File: config.mk
export PLATFORM = sky130hd
export DESIGN_NAME = seq_mult_ctrl
export DESIGN_NICKNAME = d
export VERILOG_FILES = /design/src/rtl/seq_mult_pkg.sv /design/src/rtl/dff_en_reg.sv /design/src/rtl/seq_mult_ctrl.sv
export SDC_FILE = /design/constraint.sdc
export NUM_CORES = 1
export LEC_CHECK = 0
export ABC_AREA = 1
export CORE_MARGIN = 4
export CORE_UTILIZATION = 45
export CTS_BUF_LIST = sky130_fd_sc_hd__clkbuf_4 sky130_fd_sc_hd__clkbuf_8
export DETAILED_ROUTE_END_ITERATION = 12
export MAX_ROUTING_LAYER = met4
export PLACE_DENSITY = 0.66
export SYNTH_ARGS = -nofsm -noshare
export SYNTH_HDL_FRONTEND = slang
export SYNTH_SLANG_ARGS = --single-unit
File: constraint.sdc
create_clock -name CLK -period 2.4 [get_ports CLK]
set_input_delay 0.48 -clock CLK [delete_from_list [all_inputs] [get_ports CLK]]
set_output_delay 0.48 -clock CLK [all_outputs]
set_load 0.1 [all_outputs]
File: src/rtl/seq_mult_pkg.sv
// Shared definitions for the shift-and-add multiplier controller.
// Holds the fixed state encoding and the bit-counter width helper.
package seq_mult_pkg;

  typedef enum logic [1:0] {
    ST_IDLE = 2'd0,
    ST_RUN  = 2'd1,
    ST_FIN  = 2'd2
  } state_t;

  // The bit counter only has to reach WIDTH-1, so clog2(WIDTH) bits are enough.
  function automatic int unsigned cntWidth(input int unsigned width);
    return $clog2(width);
  endfunction

endpackage

File: src/rtl/dff_en_reg.sv
// Enable-gated D register with asynchronous active-low clear.
// Every piece of state in the multiplier is built from this cell.
module dff_en_reg #(
  parameter int W = 1
) (
  input  logic         CLK,
  input  logic         RST_N,
  input  logic         EN,
  input  logic [W-1:0] D,
  output logic [W-1:0] Q
);

  always_ff @(posedge CLK or negedge RST_N) begin
    if (!RST_N) begin
      Q <= '0;
    end else if (EN) begin
      Q <= D;
    end
  end

endmodule

File: src/rtl/seq_mult_ctrl.sv
// Sequential unsigned shift-and-add multiplier with a start/busy/done handshake.
// The controller supplies only enables and next-value muxing to dff_en_reg storage.
module seq_mult_ctrl #(
  parameter int WIDTH = 8
) (
  input  logic               CLK,
  input  logic               RST_N,
  input  logic               START,
  input  logic [WIDTH-1:0]   A,
  input  logic [WIDTH-1:0]   B,
  output logic               BUSY,
  output logic               DONE,
  output logic [2*WIDTH-1:0] P
);

  import seq_mult_pkg::*;

  localparam int PW = 2 * WIDTH;
  localparam int CW = cntWidth(WIDTH);
  localparam logic [CW-1:0] CNT_LAST = CW'(WIDTH - 1);

  logic [1:0]       r_state;
  logic [WIDTH-1:0] r_mcand;
  logic [WIDTH-1:0] r_mplier;
  logic [PW-1:0]    r_acc;
  logic [CW-1:0]    r_cnt;
  logic [PW-1:0]    r_p;

  state_t           w_state;
  logic [1:0]       w_state_d;
  logic             w_op_load;
  logic             w_step;
  logic             w_p_en;
  logic             w_iter_en;
  logic [PW-1:0]    w_partial;
  logic [PW-1:0]    w_acc_next;
  logic [WIDTH-1:0] w_mplier_d;
  logic [PW-1:0]    w_acc_d;
  logic [CW-1:0]    w_cnt_d;

  assign w_state = state_t'(r_state);

  always_comb begin
    w_state_d = r_state;
    w_op_load = 1'b0;
    w_step    = 1'b0;
    w_p_en    = 1'b0;
    case (w_state)
      ST_IDLE: begin
        if (START) begin
          w_op_load = 1'b1;
          w_state_d = ST_RUN;
        end
      end
      ST_RUN: begin
        w_step = 1'b1;
        if (r_cnt == CNT_LAST) begin
          w_p_en    = 1'b1;
          w_state_d = ST_FIN;
        end
      end
      ST_FIN: begin
        // A START seen while finishing starts the next multiply with no idle gap.
        if (START) begin
          w_op_load = 1'b1;
          w_state_d = ST_RUN;
        end else begin
          w_state_d = ST_IDLE;
        end
      end
      default: begin
        w_state_d = ST_IDLE;
      end
    endcase
  end

  always_comb begin
    w_partial  = r_mplier[0] ? ({{WIDTH{1'b0}}, r_mcand} << r_cnt) : '0;
    w_acc_next = r_acc + w_partial;
    w_mplier_d = w_op_load ? B  : (r_mplier >> 1);
    w_acc_d    = w_op_load ? '0 : w_acc_next;
    w_cnt_d    = w_op_load ? '0 : (r_cnt + CW'(1));
    w_iter_en  = w_op_load | w_step;
  end

  dff_en_reg #(.W(2)) u_state_reg (
    .CLK(CLK), .RST_N(RST_N), .EN(1'b1), .D(w_state_d), .Q(r_state)
  );

  dff_en_reg #(.W(WIDTH)) u_mcand_reg (
    .CLK(CLK), .RST_N(RST_N), .EN(w_op_load), .D(A), .Q(r_mcand)
  );

  dff_en_reg #(.W(WIDTH)) u_mplier_reg (
    .CLK(CLK), .RST_N(RST_N), .EN(w_iter_en), .D(w_mplier_d), .Q(r_mplier)
  );

  dff_en_reg #(.W(PW)) u_acc_reg (
    .CLK(CLK), .RST_N(RST_N), .EN(w_iter_en), .D(w_acc_d), .Q(r_acc)
  );

  dff_en_reg #(.W(CW)) u_cnt_reg (
    .CLK(CLK), .RST_N(RST_N), .EN(w_iter_en), .D(w_cnt_d), .Q(r_cnt)
  );

  // The product captures the final sum including the last iteration's partial.
  dff_en_reg #(.W(PW)) u_p_reg (
    .CLK(CLK), .RST_N(RST_N), .EN(w_p_en), .D(w_acc_next), .Q(r_p)
  );

  assign BUSY = (w_state == ST_RUN);
  assign DONE = (w_state == ST_FIN);
  assign P    = r_p;

endmodule
; ---- Word level (Yosys, flattened, before mapping)
; Index checks and enable logic that the tools add are counted.
[classes]
n_addsub = 2
eq_ne = 5
shift = 1
n_mux = 13
n_bitwise = 1
reduce_logical = 3
[op_table]
columns = op, count
row1 = 2-to-1 mux 16 bit, 2
row2 = adder 16 bit, 1
row3 = left shift 8 x 3 -> 16 bit, 1
row4 = 2-to-1 mux 8 bit, 1
row5 = 2-to-1 mux 1 bit, 6
row6 = one-hot mux 2 bit (3 select lines), 1
row7 = 2-to-1 mux 2 bit, 2
row8 = adder 3 x 1 -> 3 bit (second input constant), 1
row9 = equality test 3 bit (second input constant), 1
row10 = 2-to-1 mux 3 bit, 1
row11 = equality test 2 x 1 -> 1 bit (second input constant), 1
row12 = equality test 2 bit (second input constant), 1
row13 = logical NOT 2 bit, 1
row14 = != test 2 x 1 -> 1 bit (second input constant), 1
row15 = != test 2 bit (second input constant), 1
row16 = AND reduction 2 bit, 1
row17 = OR reduction 2 bit, 1
row18 = OR 1 bit, 1
[totals]
regBits = 53
output_inout_bits = 18
word_cells = 31

; ---- Longest topological paths before layout
; Gate-level depths: netlist of the first run.
[logic_depth]
ltp_word = 4
ltp_mapped = 17

; ---- Cells and area by module
; A second synthesis of the first run with hierarchy kept.
[unflattened]
hier_cells = 544
hier_area_um2 = 3613.5
[modules_own_cells]
columns = mod, n_inst, cells_each, area_each_um2, seq_area_each_um2
row1 = seq_mult_ctrl, 1, 318, 1525.2, 0.0
row2 = dff_en_reg at u_acc_reg ..., 2, 68, 644.4, 400.4
row3 = dff_en_reg at u_mcand_reg ..., 2, 34, 305.3, 200.2
row4 = dff_en_reg at u_cnt_reg, 1, 13, 112.6, 75.1
row5 = dff_en_reg at u_state_reg, 1, 9, 76.3, 50.0

; ---- Worst setup path before layout of the first run
; OpenSTA, ideal clock, no wires.
[synth_path]
path_type = reg2out
start = register u_state_reg.Q[1]
end = output port DONE
arrival_time_ns = 1.730
t_required_ns = 1.920
path_slack_ns = 0.190
stages_incl_launch_ff = 3
n_path_buf = 0
path_cell_list = dfrtp_1 inv_1 nor2_1
[synth_between]
elab_chain_len = 1
[synth_rtl]
columns = item, line
row1 = start: declaration, dff_en_reg.sv:10  ; output logic [W-1:0] Q
row2 = start signal: assignment, dff_en_reg.sv:15  ; Q <= '0;
row3 = start signal: assignment, dff_en_reg.sv:17  ; Q <= D;
row4 = equality test 2 bit, seq_mult_ctrl.sv:112  ; assign DONE = (w_state == ST_FIN);
row5 = end: declaration, seq_mult_ctrl.sv:12  ; output logic DONE,
; Every way passes these cells.

; ---- Final worst setup path of the first run
[layout_path]
start = register u_cnt_reg.Q[0]
end = register u_acc_reg.Q[7]
[layout_between]
elab_chain_len = 4
[layout_rtl]
columns = item, line
row1 = start: declaration, dff_en_reg.sv:10
row2 = start signal: assignment, dff_en_reg.sv:15
row3 = start signal: assignment, dff_en_reg.sv:17
row4 = left shift 8 x 3 -> 16 bit, seq_mult_ctrl.sv:78  ; w_partial = r_mplier[0] ? ({{WIDTH{1'b0}}, r_mcand} << r_cnt) : '0;
row5 = 2-to-1 mux 16 bit, seq_mult_ctrl.sv:78
row6 = adder 16 bit, seq_mult_ctrl.sv:79  ; w_acc_next = r_acc + w_partial;
row7 = 2-to-1 mux 16 bit, seq_mult_ctrl.sv:81  ; w_acc_d = w_op_load ? '0 : w_acc_next;
row8 = end signal: assignment, dff_en_reg.sv:15
row9 = end signal: assignment, dff_en_reg.sv:17
row10 = end: declaration, dff_en_reg.sv:10
; Every way passes these cells.
; A chain may end at the register's enable or synchronous reset.

==> results of run 1 <==
[what timing repair did]
| item | in CTS | in global routing |
|---|---|---|
| gates cloned | 0 | 0 |
| endpoints found under the setup margin | 13 | 23 |
| pin swaps | 0 | 22 |
| setup buffers | 0 | 5 |
| gates resized for setup | 4 | 54 |
[worst min path at each step]
stage,start,endpoint,slack (ps)
floorplan,RST_N,u_acc_reg.Q[0],180
global placement,u_p_reg.Q[7],u_p_reg.Q[7],460
detailed placement,u_p_reg.Q[5],u_p_reg.Q[5],470
CTS,RST_N,u_acc_reg.Q[0],260
global route,RST_N,u_acc_reg.Q[0],300
finish,RST_N,u_acc_reg.Q[0],230
[placed cells by master, fill, tap and decap left out, types with 3 or more instances in the layout]
cell type and n:
a21oi_1 5, clkdlybuf4s50_1 17, dfrtp_1 52, o21ai_2 4, o22ai_2 3, nand3b_1 3
inv_1 51, nand2_1 169, nand3_2 4, nand2_2 16, clkbuf_8 5, buf_4 27
inv_2 8, o22ai_1 5, o21ai_1 14, or2_1 4, a21oi_2 4, ha_1 15
nor3_2 3, nor2_1 19, nand3_1 31, o21ai_0 18
[synth_stat cells (all sizes together)]
cell type	count	area share [%]
nand3	35	5.4
nand2	186	22
inv	61	7.1
o211ai	1	0.23
xnor2	2	0.54
ha	17	6.5
mux2i	1	0.31
a22o	1	0.27
o21ai	36	5.5
nand4	1	0.19
xor2	1	0.27
o221ai	1	0.27
nand3b	3	0.69
nor3	3	0.46
o22ai	8	1.5
clkbuf	2	0.23
clkinv	1	0.11
nor2	22	3.0
dfrtp	53	41
a21oi	9	1.4
or2	5	1.0
fa	1	0.61
buf	10	1.8
[critical path, delay by kind of cell, from the launching register on]
family                   cells  cell delay (ps)
AO/OA/AOI/OAI                3              470
adder cells (fa/ha/maj)      1              330
buffers and inverters        2              150
flip-flops                   1              470
AND/OR/NAND/NOR              9              780
[state kept, by name (all words and copies together), names as in the netlist]
signal	flops
u_mcand_reg.Q	8
u_acc_reg.Q	16
u_mplier_reg.Q	8
u_state_reg.Q	2
u_cnt_reg.Q	3
u_p_reg.Q	16
[routing by layer]
layer	track usage [%]	part of all wire (%)	up-vias
li1	-	-	1539
met1	24.9	49	1338
met2	31.4	47	39
met3	2.82	3.5	6
met4	3.66	0.88	0
met5	-	0	-
[kinds of logic (layout without fill, tap and decap cells)]
logic type	after synthesis	in the layout
muxes	1	1
DFF	53	53
buffers and inverters	74	117
and+or+nand+nor	255	255
AOI/OAI and AO/OA	56	56
xor gates and xnor gates	3	3
adders and majority gates	18	18
[final cells by class]
class                           count  share of cell area, %
Clock buffer                        5                   1.73
Multi-Input combinational cell    333                   45.0
Tap cell                           96                   3.01
Sequential cell                    53                   33.3
Inverter                           62                   6.05
Timing Repair Buffer               47                   10.3
Clock inverter                      3                  0.659
[through the flow]
step | cells | area, um2
final | 599 | 3990
after global routing | 599 | 3990
after CTS | 594 | 3780
after detailed placement | 586 | 3680
after global placement | 586 | 3680
after floorplan | 460 | 3260
==> impl_metrics.ini, run 1 <==
[run_status]
outcome = finished, final reports clean

[cts]
h-tree-depth = 2
clock_latency_ps = 320
cts_sinks = 53
path_clk_slew_ps = 100
clock_path_buffers = 2
cts_tree = built
root_buffer = clkbuf_8
cts_made_buffers = 5
hold_buffers = 0

[setup_path]
rrSetupSlack_ps = 110
cp-end-kind = flip-flop
reg2reg_depth = 15
cpPeakStageDelay_ps = 470
crit_path_frequent_cell = nand2_1
required_ps = 2620
r2r-start = u_cnt_reg.Q[0]
crit_path_end = u_acc_reg.Q[7]
r2r_end = u_acc_reg.Q[7]
timing_worst_setup_path_type = reg -> reg
startpoint_type = flip-flop
crit_start = u_cnt_reg.Q[0]
cp_max_fo = 7
crit_path_cell_trace = inv_4, nand2_1, nand2_1, inv_1, nand2_1, o21ai_1, o22ai_1, ha_1, nand2_1, nand2_1, a21oi_2, nand2_2, or2_1, nand3_1, nand2_1
worstPathArrival_ps = 2510
slowest_stage = dfrtp_2

[floorplan]
num_rows = 30
dieArea_um2 = 8680
chipHeight_um = 93.2
die_w_um = 93.2
initial_utilization_pct = 47.2
io_pins = 37
coreArea_um2 = 6910

[logic_synthesis]
synth_seq_cells = 53
synth_top_family_by_area = simple AND/OR/NAND/NOR gates
syn_avg_cell_area_um2 = 7.09
synth_compound_area_share_pct = 9.20
syn_inst = 460
synthMuxAreaShare_pct = 0.307
synth_xor_area_share_pct = 0.805
synth_cell_type_count = 31
synth_fa_ha_area_share_pct = 7.13
syn_nets = 497
yosys_warnings = 0
syn-cell-area_um2 = 3260
synth-simple-area-share_pct = 32.6
synth_seq_area_share_pct = 40.6

[sta]
tns_ps = 0
max_freq_ghz = 0.436
tightest_slew_ps = 796
hold_viol = 0
fin_crit_ps = 2290
slew_viol_final = 0
period_share_pct = 95.5
worst_clock_skew_ps = 8.11
hold_slack_ps = 235
rsz0062_at_grt = yes
setup_viol = 0
max-slew-margin-rel_pct = 46.9
fin_ws_ps = 108

[final_layout]
nFillCells = 686
diodes = 0
nets = 539
multi_input_area_um2 = 1800
syn2layout_area_growth_pct = 22.2
layout-drive-gt1-share_pct = 18.5
fin_util_pct = 57.8
regArea_um2 = 1330

[worst_hold_path]
hp-class = in -> async

[placed_design]
hpwl_um = 5720
io_buffers = 36
dp_slack_ps = -43.2
gp_congestion = 0.902

[grt]
grt_overflow = 0
antenna_found_initial = 0
grt_pass1_vias = 2774
grt_pass1_wl_um = 12900
grtUsageTotal_pct = 18.9
grt_start_max_net_pins = 36

[routing]
firstDrtPassIters = 4
vias = 2922
avgViaCountPerCell = 4.88
drc = 0
drt_iter0_drc = 99
wire_per_inst_um = 12.7
ant_nets = 0
wl_um = 7630

[run]
max_cap_viol_count = 0
Power of run 1 is not shown: default switching activity piles up to over one toggle a cycle in this logic, so the estimate is an artifact.
==> run 2: changes to the inputs <==
- PLACE_DENSITY: 0.66 -> 0.67
==> run 2 against run 1 <==
Wire length decreased by 0.14%. Register-to-register slack is essentially flat. Sequential share of layout area down 0.65 points. Maximum frequency down 0.38%. Sequential cell count unchanged. Final area rose by 2.0%. Die area did not move. Final cell count grew 0.83%. Utilization increased by 1.2 points. Largest cell class unchanged.
==> impl_metrics.ini, run 2 (synthesis gave the netlist of run 1 again) <==
[final_layout]
layout-drive-gt1-share_pct = 20.1
syn2layout_area_growth_pct = 24.7
diodes = 0
final_common_cell = nand2_1
fin_cells = 604
fin_util_pct = 58.9
nets = 544
reg_top3 = u_acc_reg.Q: 16 flops, u_p_reg.Q: 16 flops
mostFrequentLayoutCells = nand2_1 (167), inv_1 (53), dfrtp_1 (52)

[grt]
grt_start_max_net_pins = 32
antenna_found_initial = 0
grtUsageTotal_pct = 18.6
grt_pass1_wl_um = 12600
grt_overflow = 0
grt_pass1_vias = 2789

[routing]
firstDrtPassIters = 4
avgViaCountPerCell = 4.90
wl_um = 7620
drt_iter0_drc = 115
ant_nets = 0
vias = 2960
wire_per_inst_um = 12.6
drc = 0

[cts]
cts_sinks = 53
path_clk_slew_ps = 90
cts_made_buffers = 5
root_buffer = clkbuf_8
h-tree-depth = 2
hold_buffers = 0
clock_latency_ps = 310
clock_path_buffers = 2
cts_tree = built

[setup_path]
cp-end-kind = flip-flop
cp_max_fo = 7
cp_top_family = simple AND/OR/NAND/NOR gates
required_ps = 2600
startpoint_type = flip-flop
r2r-start = u_cnt_reg.Q[0]
crit_start = u_cnt_reg.Q[0]
cpPeakStageDelay_ps = 430
timing_worst_setup_path_type = reg -> reg
crit_path_frequent_cell = nand2_2
worstPathArrival_ps = 2500
critPathBufInv = 3
slowest_stage = dfrtp_2
crit_path_cell_trace = buf_6, mux2i_2, nand2_1, o21ai_2, buf_4, o22ai_2, ha_4, nand2_2, inv_1, nand2_1, nor3_2, nand2_2, nand2_2, nand2_2, nand3_2, nand2_1

[floorplan]
num_rows = 30
initial_utilization_pct = 47.2
dieArea_um2 = 8680
chipHeight_um = 93.2
die_w_um = 93.2
io_pins = 37
coreArea_um2 = 6910

[sta]
setup_viol = 0
fin_crit_ps = 2300
max_freq_ghz = 0.435
slew_viol_final = 0
tightest_slew_ps = 544
worst_clock_skew_ps = 11.3
max-slew-margin-rel_pct = 63.8
period_share_pct = 95.9
hold_viol = 0
rsz0062_at_grt = yes

[placed_design]
hpwl_um = 5540
gp_congestion = 0.905
io_buffers = 36
dp.cells = 585

[run]
max_cap_viol_count = 0

[run_status]
outcome = finished, final reports clean

[worst_hold_path]
hp-class = in -> async
==> run 2: worst register-to-register path: stages, from the launching register on <==
cell	delay [ps]
dfrtp_2	430
buf_6	140
mux2i_2	220
nand2_1	90
o21ai_2	80
buf_4	140
o22ai_2	70
ha_4	320
nand2_2	70
inv_1	70
nand2_1	80
nor3_2	150
nand2_2	90
nand2_2	80
nand2_2	50
nand3_2	70
nand2_1	50
==> run 2: area by class of cell <==
class	instances	area (um2)
fill	640	2840
inverter	62	235
tap	96	120
timing repair buffer	52	459
multi-input combinational	333	1830
clock inverter	1	5.00
sequential	53	1330
clock buffer	7	96.3
==> run 2: what timing repair did <==
| item | CTS | global route |
|---|---|---|
| setup buffers | 2 | 9 |
| gates resized for setup | 5 | 56 |
| pin swaps | 2 | 29 |
| setup endpoints to repair | 10 | 24 |
==> run 2: layer usage <==
layer  wire, um  GRT usage, %
met5          0             -
met4         55          4.76
met3        311          3.38
met2       3610          31.6
met1       3640          22.8
==> run 2: path summary, 6_finish.rpt <==
kind	endpoint	slack [ps]	cells after the start
worst max-delay path	u_p_reg.Q[15]	100	16
worst min-delay path	u_acc_reg.Q[7]	150	1
worst max register to register	u_p_reg.Q[15]	100	16
worst min register to register	u_p_reg.Q[13]	480	2
max in group asynchronous	u_cnt_reg.Q[0]	1700	2
min in group CLK	u_p_reg.Q[13]	480	2
==> run 2: metrics by stage <==
| step | cell area [um2] | hold slack [ps] | TNS [ps] | setup WS (ps) |
|---|---|---|---|---|
| final | 4070 | 147 | 0 | 99.0 |
| after global routing | 4070 | 181 | -829 | -95.8 |
| after CTS | 3820 | 162 | 0 | 14.4 |
| after detailed placement | 3690 | 468 | -46.0 | -28.9 |
| after global placement | 3690 | 464 | 0 | 33.3 |
| after floorplan | 3260 | 184 | 0 | 190 |
Power of run 2 is left out for the same reason.
==> run 3: changes to the inputs <==
- CTS_CLUSTER_SIZE: default -> 24
- PLACE_DENSITY: 0.67 -> 0.71
- SYNTH_HIERARCHICAL: default -> 1
==> run 3 against run 2 <==
The run now ends with setup timing left. Count of clock-buffer cells in the layout is 2 lower. Area after synthesis is 11% higher. Global-route usage is 0.47 points lower. Final area is 16% higher.
==> impl_metrics.ini, run 3 <==
[setup_path]
worstPathArrival_ps = 2670
crit_start = u_cnt_reg/Q[0]
crit_path_frequent_cell = nand2_1
timing_worst_setup_path_type = reg -> reg
critPathBufInv = 2
crit_path_cell_trace = buf_4, nand2_1, nand3_1, nand2_2, o22ai_1, ha_1, nand2_1, nand2_2, a21oi_2, nand2_2, buf_12, xor2_2, and2_1, nand2_1, nand2_1
required_ps = 2610
cpPeakStageDelay_ps = 470
cp_top_family = simple AND/OR/NAND/NOR gates
startpoint_type = flip-flop
cp-end-kind = flip-flop
r2r-start = u_cnt_reg/Q[0]
cp_max_fo = 4
slowest_stage = dfrtp_2

[logic_synthesis]
syn_inst = 544
yosys-top-cells-count = nand2_1 (272), inv_1 (63), dfrtp_1 (53)
syn-cell-area_um2 = 3610
synth-simple-area-share_pct = 39.6
synthMuxAreaShare_pct = 0.277
synth_cell_type_count = 32
synth_seq_cells = 53
synth_edf_count = 0
synth.top_cell.area_share_pct = 36.7
synth_seq_area_share_pct = 36.7
synth_top_family_by_area = simple AND/OR/NAND/NOR gates
synth_flop_cell = dfrtp_1
synth_fa_ha_area_share_pct = 6.44
synth_largest_area_cell = dfrtp_1
syn_avg_cell_area_um2 = 6.64
yosys_warnings = 6
synth_compound_area_share_pct = 3.70
yosysMostFrequentCell = nand2_1
synthArstFlopShare_pct = 100
synth_area_leaders = dfrtp_1 (37%), nand2_1 (28%), inv_1 (6.5%), ha_1 (5.9%), nor2_1 (4.3%)
synth_xor_area_share_pct = 1.66

[grt]
grt_overflow = 0
antenna_found_initial = 0
grt_start_max_net_pins = 31
grt_pass1_vias = 3120
grtUsageTotal_pct = 18.1
grt_pass1_wl_um = 13900

[sta]
max_freq_ghz = 0.406
worst_clock_skew_ps = 10.5
fin_ws_ps = -63.7
setup_viol = 4
hold_slack_ps = 155
period_share_pct = 103
fin_crit_ps = 2460
max-slew-margin-rel_pct = 60.3
tightest_slew_ps = 596
rsz0062_at_grt = yes
slew_viol_final = 0
hold_viol = 0

[cts]
cts_made_buffers = 5
clock_latency_ps = 320
cts_tree = built
root_buffer = clkbuf_8
path_clk_slew_ps = 100
cts_sinks = 53
clock_path_buffers = 2
h-tree-depth = 2

[pwr]
ir_drop_mv = 0.476
p_per_area_nw_per_um2 = 1260
leakage_nw = 2.66

[routing]
drc = 0
avgViaCountPerCell = 4.84
vias = 3385
ant_nets = 0
wire_per_inst_um = 12.9
drt_iter0_drc = 119
wl_um = 9050
firstDrtPassIters = 5

[floorplan]
initial_utilization_pct = 46.5
num_rows = 32
dieArea_um2 = 9530
io_pins = 37
chipHeight_um = 97.6
coreArea_um2 = 7770
die_w_um = 97.6

[worst_hold_path]
hp-class = in -> async

[final_layout]
final_common_cell = nand2_1
layout-drive-gt1-share_pct = 28.9
reg_top3 = u_acc_reg/Q: 16 flops, u_p_reg/Q: 16 flops
diodes = 0
syn2layout_area_growth_pct = 31.0
mostFrequentLayoutCells = nand2_1 (235), inv_1 (55), dfrtp_1 (51)
nets = 634

[placed_design]
gp_congestion = 0.903
io_buffers = 36
hpwl_um = 6120
dp_slack_ps = -56.6

[run_status]
violations = setup timing
outcome = finished, violations left

[run]
max_cap_viol_count = 0
## run 3: cell count changes after synthesis, moves of 9 or more
cell / before / now
o21ai_1: 9 / 0
nand2_2: 3 / 15
o21ai_0: 27 / 8
nor2_1: 21 / 41
nand2_1: 182 / 272
nand3_1: 35 / 12
## run 3: power by group
part	switching, W	leakage, nW	total, W	internal, W
clock	0.000307	0.0681	0.000721	0.000414
combinational	0.00254	1.92	0.00377	0.00124
sequential	0.000250	0.676	0.00147	0.00122
## run 3: cell families (layout without fill, tap and decap cells)
group,after synthesis,in the layout
AO/OA/AOI/OAI,25,25
XOR/XNOR,6,6
adder cells (fa/ha/maj),18,18
buffers and inverters,86,138
flip-flops,53,53
multiplexers,1,1
other,1,3
AND/OR/NAND/NOR,354,354
## run 3: through the flow
step | instances | setup TNS (ps) | power (W) | utilization (%) | area [um2]
6_report | 700 | -96.8 | 0.00597 | 60.9 | 4730
5_1_grt | 700 | -1900 | 0.00636 | 60.9 | 4730
4_1_cts | 692 | -12.8 | 0.00533 | 54.2 | 4210
3_5_place_dp | 682 | -407 | 0.00454 | 52.1 | 4050
3_3_place_gp | 682 | -14.6 | 0.00450 | 52.1 | 4050
2_1_floorplan | 546 | 0 | 0.00387 | - | 3620
## run 3: worst paths after layout
kind | slack (ps) | cells past startpoint | end
worst max register to register | -60 | 15 | u_acc_reg/Q[7]
worst min register to register | 480 | 2 | u_p_reg/Q[1]
worst min-delay path | 150 | 1 | u_p_reg/Q[10]
worst max-delay path | -60 | 15 | u_acc_reg/Q[7]
max in group asynchronous | 1670 | 2 | u_cnt_reg/Q[0]
min in group CLK | 480 | 2 | u_p_reg/Q[1]
## run 3: routing by layer
metal | track usage [%] | up-vias | wire length [um]
li1 | - | 1737 | -
met1 | 22.2 | 1539 | 4000
met2 | 31.2 | 87 | 4520
met3 | 2.44 | 22 | 365
met4 | 5.11 | 0 | 153
met5 | - | - | 0
## run 3: cell type report
class | count | area, um2
clock buffers | 5 | 68.8
multi-input cells | 407 | 2330
clock inverters | 3 | 65.1
fillers | 706 | 3030
well taps | 102 | 128
repair inverters | 1 | 5.00
inverters | 71 | 285
flip-flops and latches | 53 | 1330
repair buffers | 58 | 524
## run 3: repair_timing
item,CTS,global route
pin swaps,3,48
gates resized for setup,10,114
gates cloned,0,1
buffers inserted,2,7
hold buffers,0,0
endpoints found under the setup margin,18,24
## run 3: worst register-to-register path: stages, from the launching register on
cell and delay [ps]:
dfrtp_2 470, buf_4 150, nand2_1 60, nand3_1 100
nand2_2 100, o22ai_1 80, ha_1 390, nand2_1 130
nand2_2 70, a21oi_2 140, nand2_2 120, buf_12 150
xor2_2 140, and2_1 130, nand2_1 70, nand2_1 60
No activity file was read; power rests on OpenSTA's default activity.
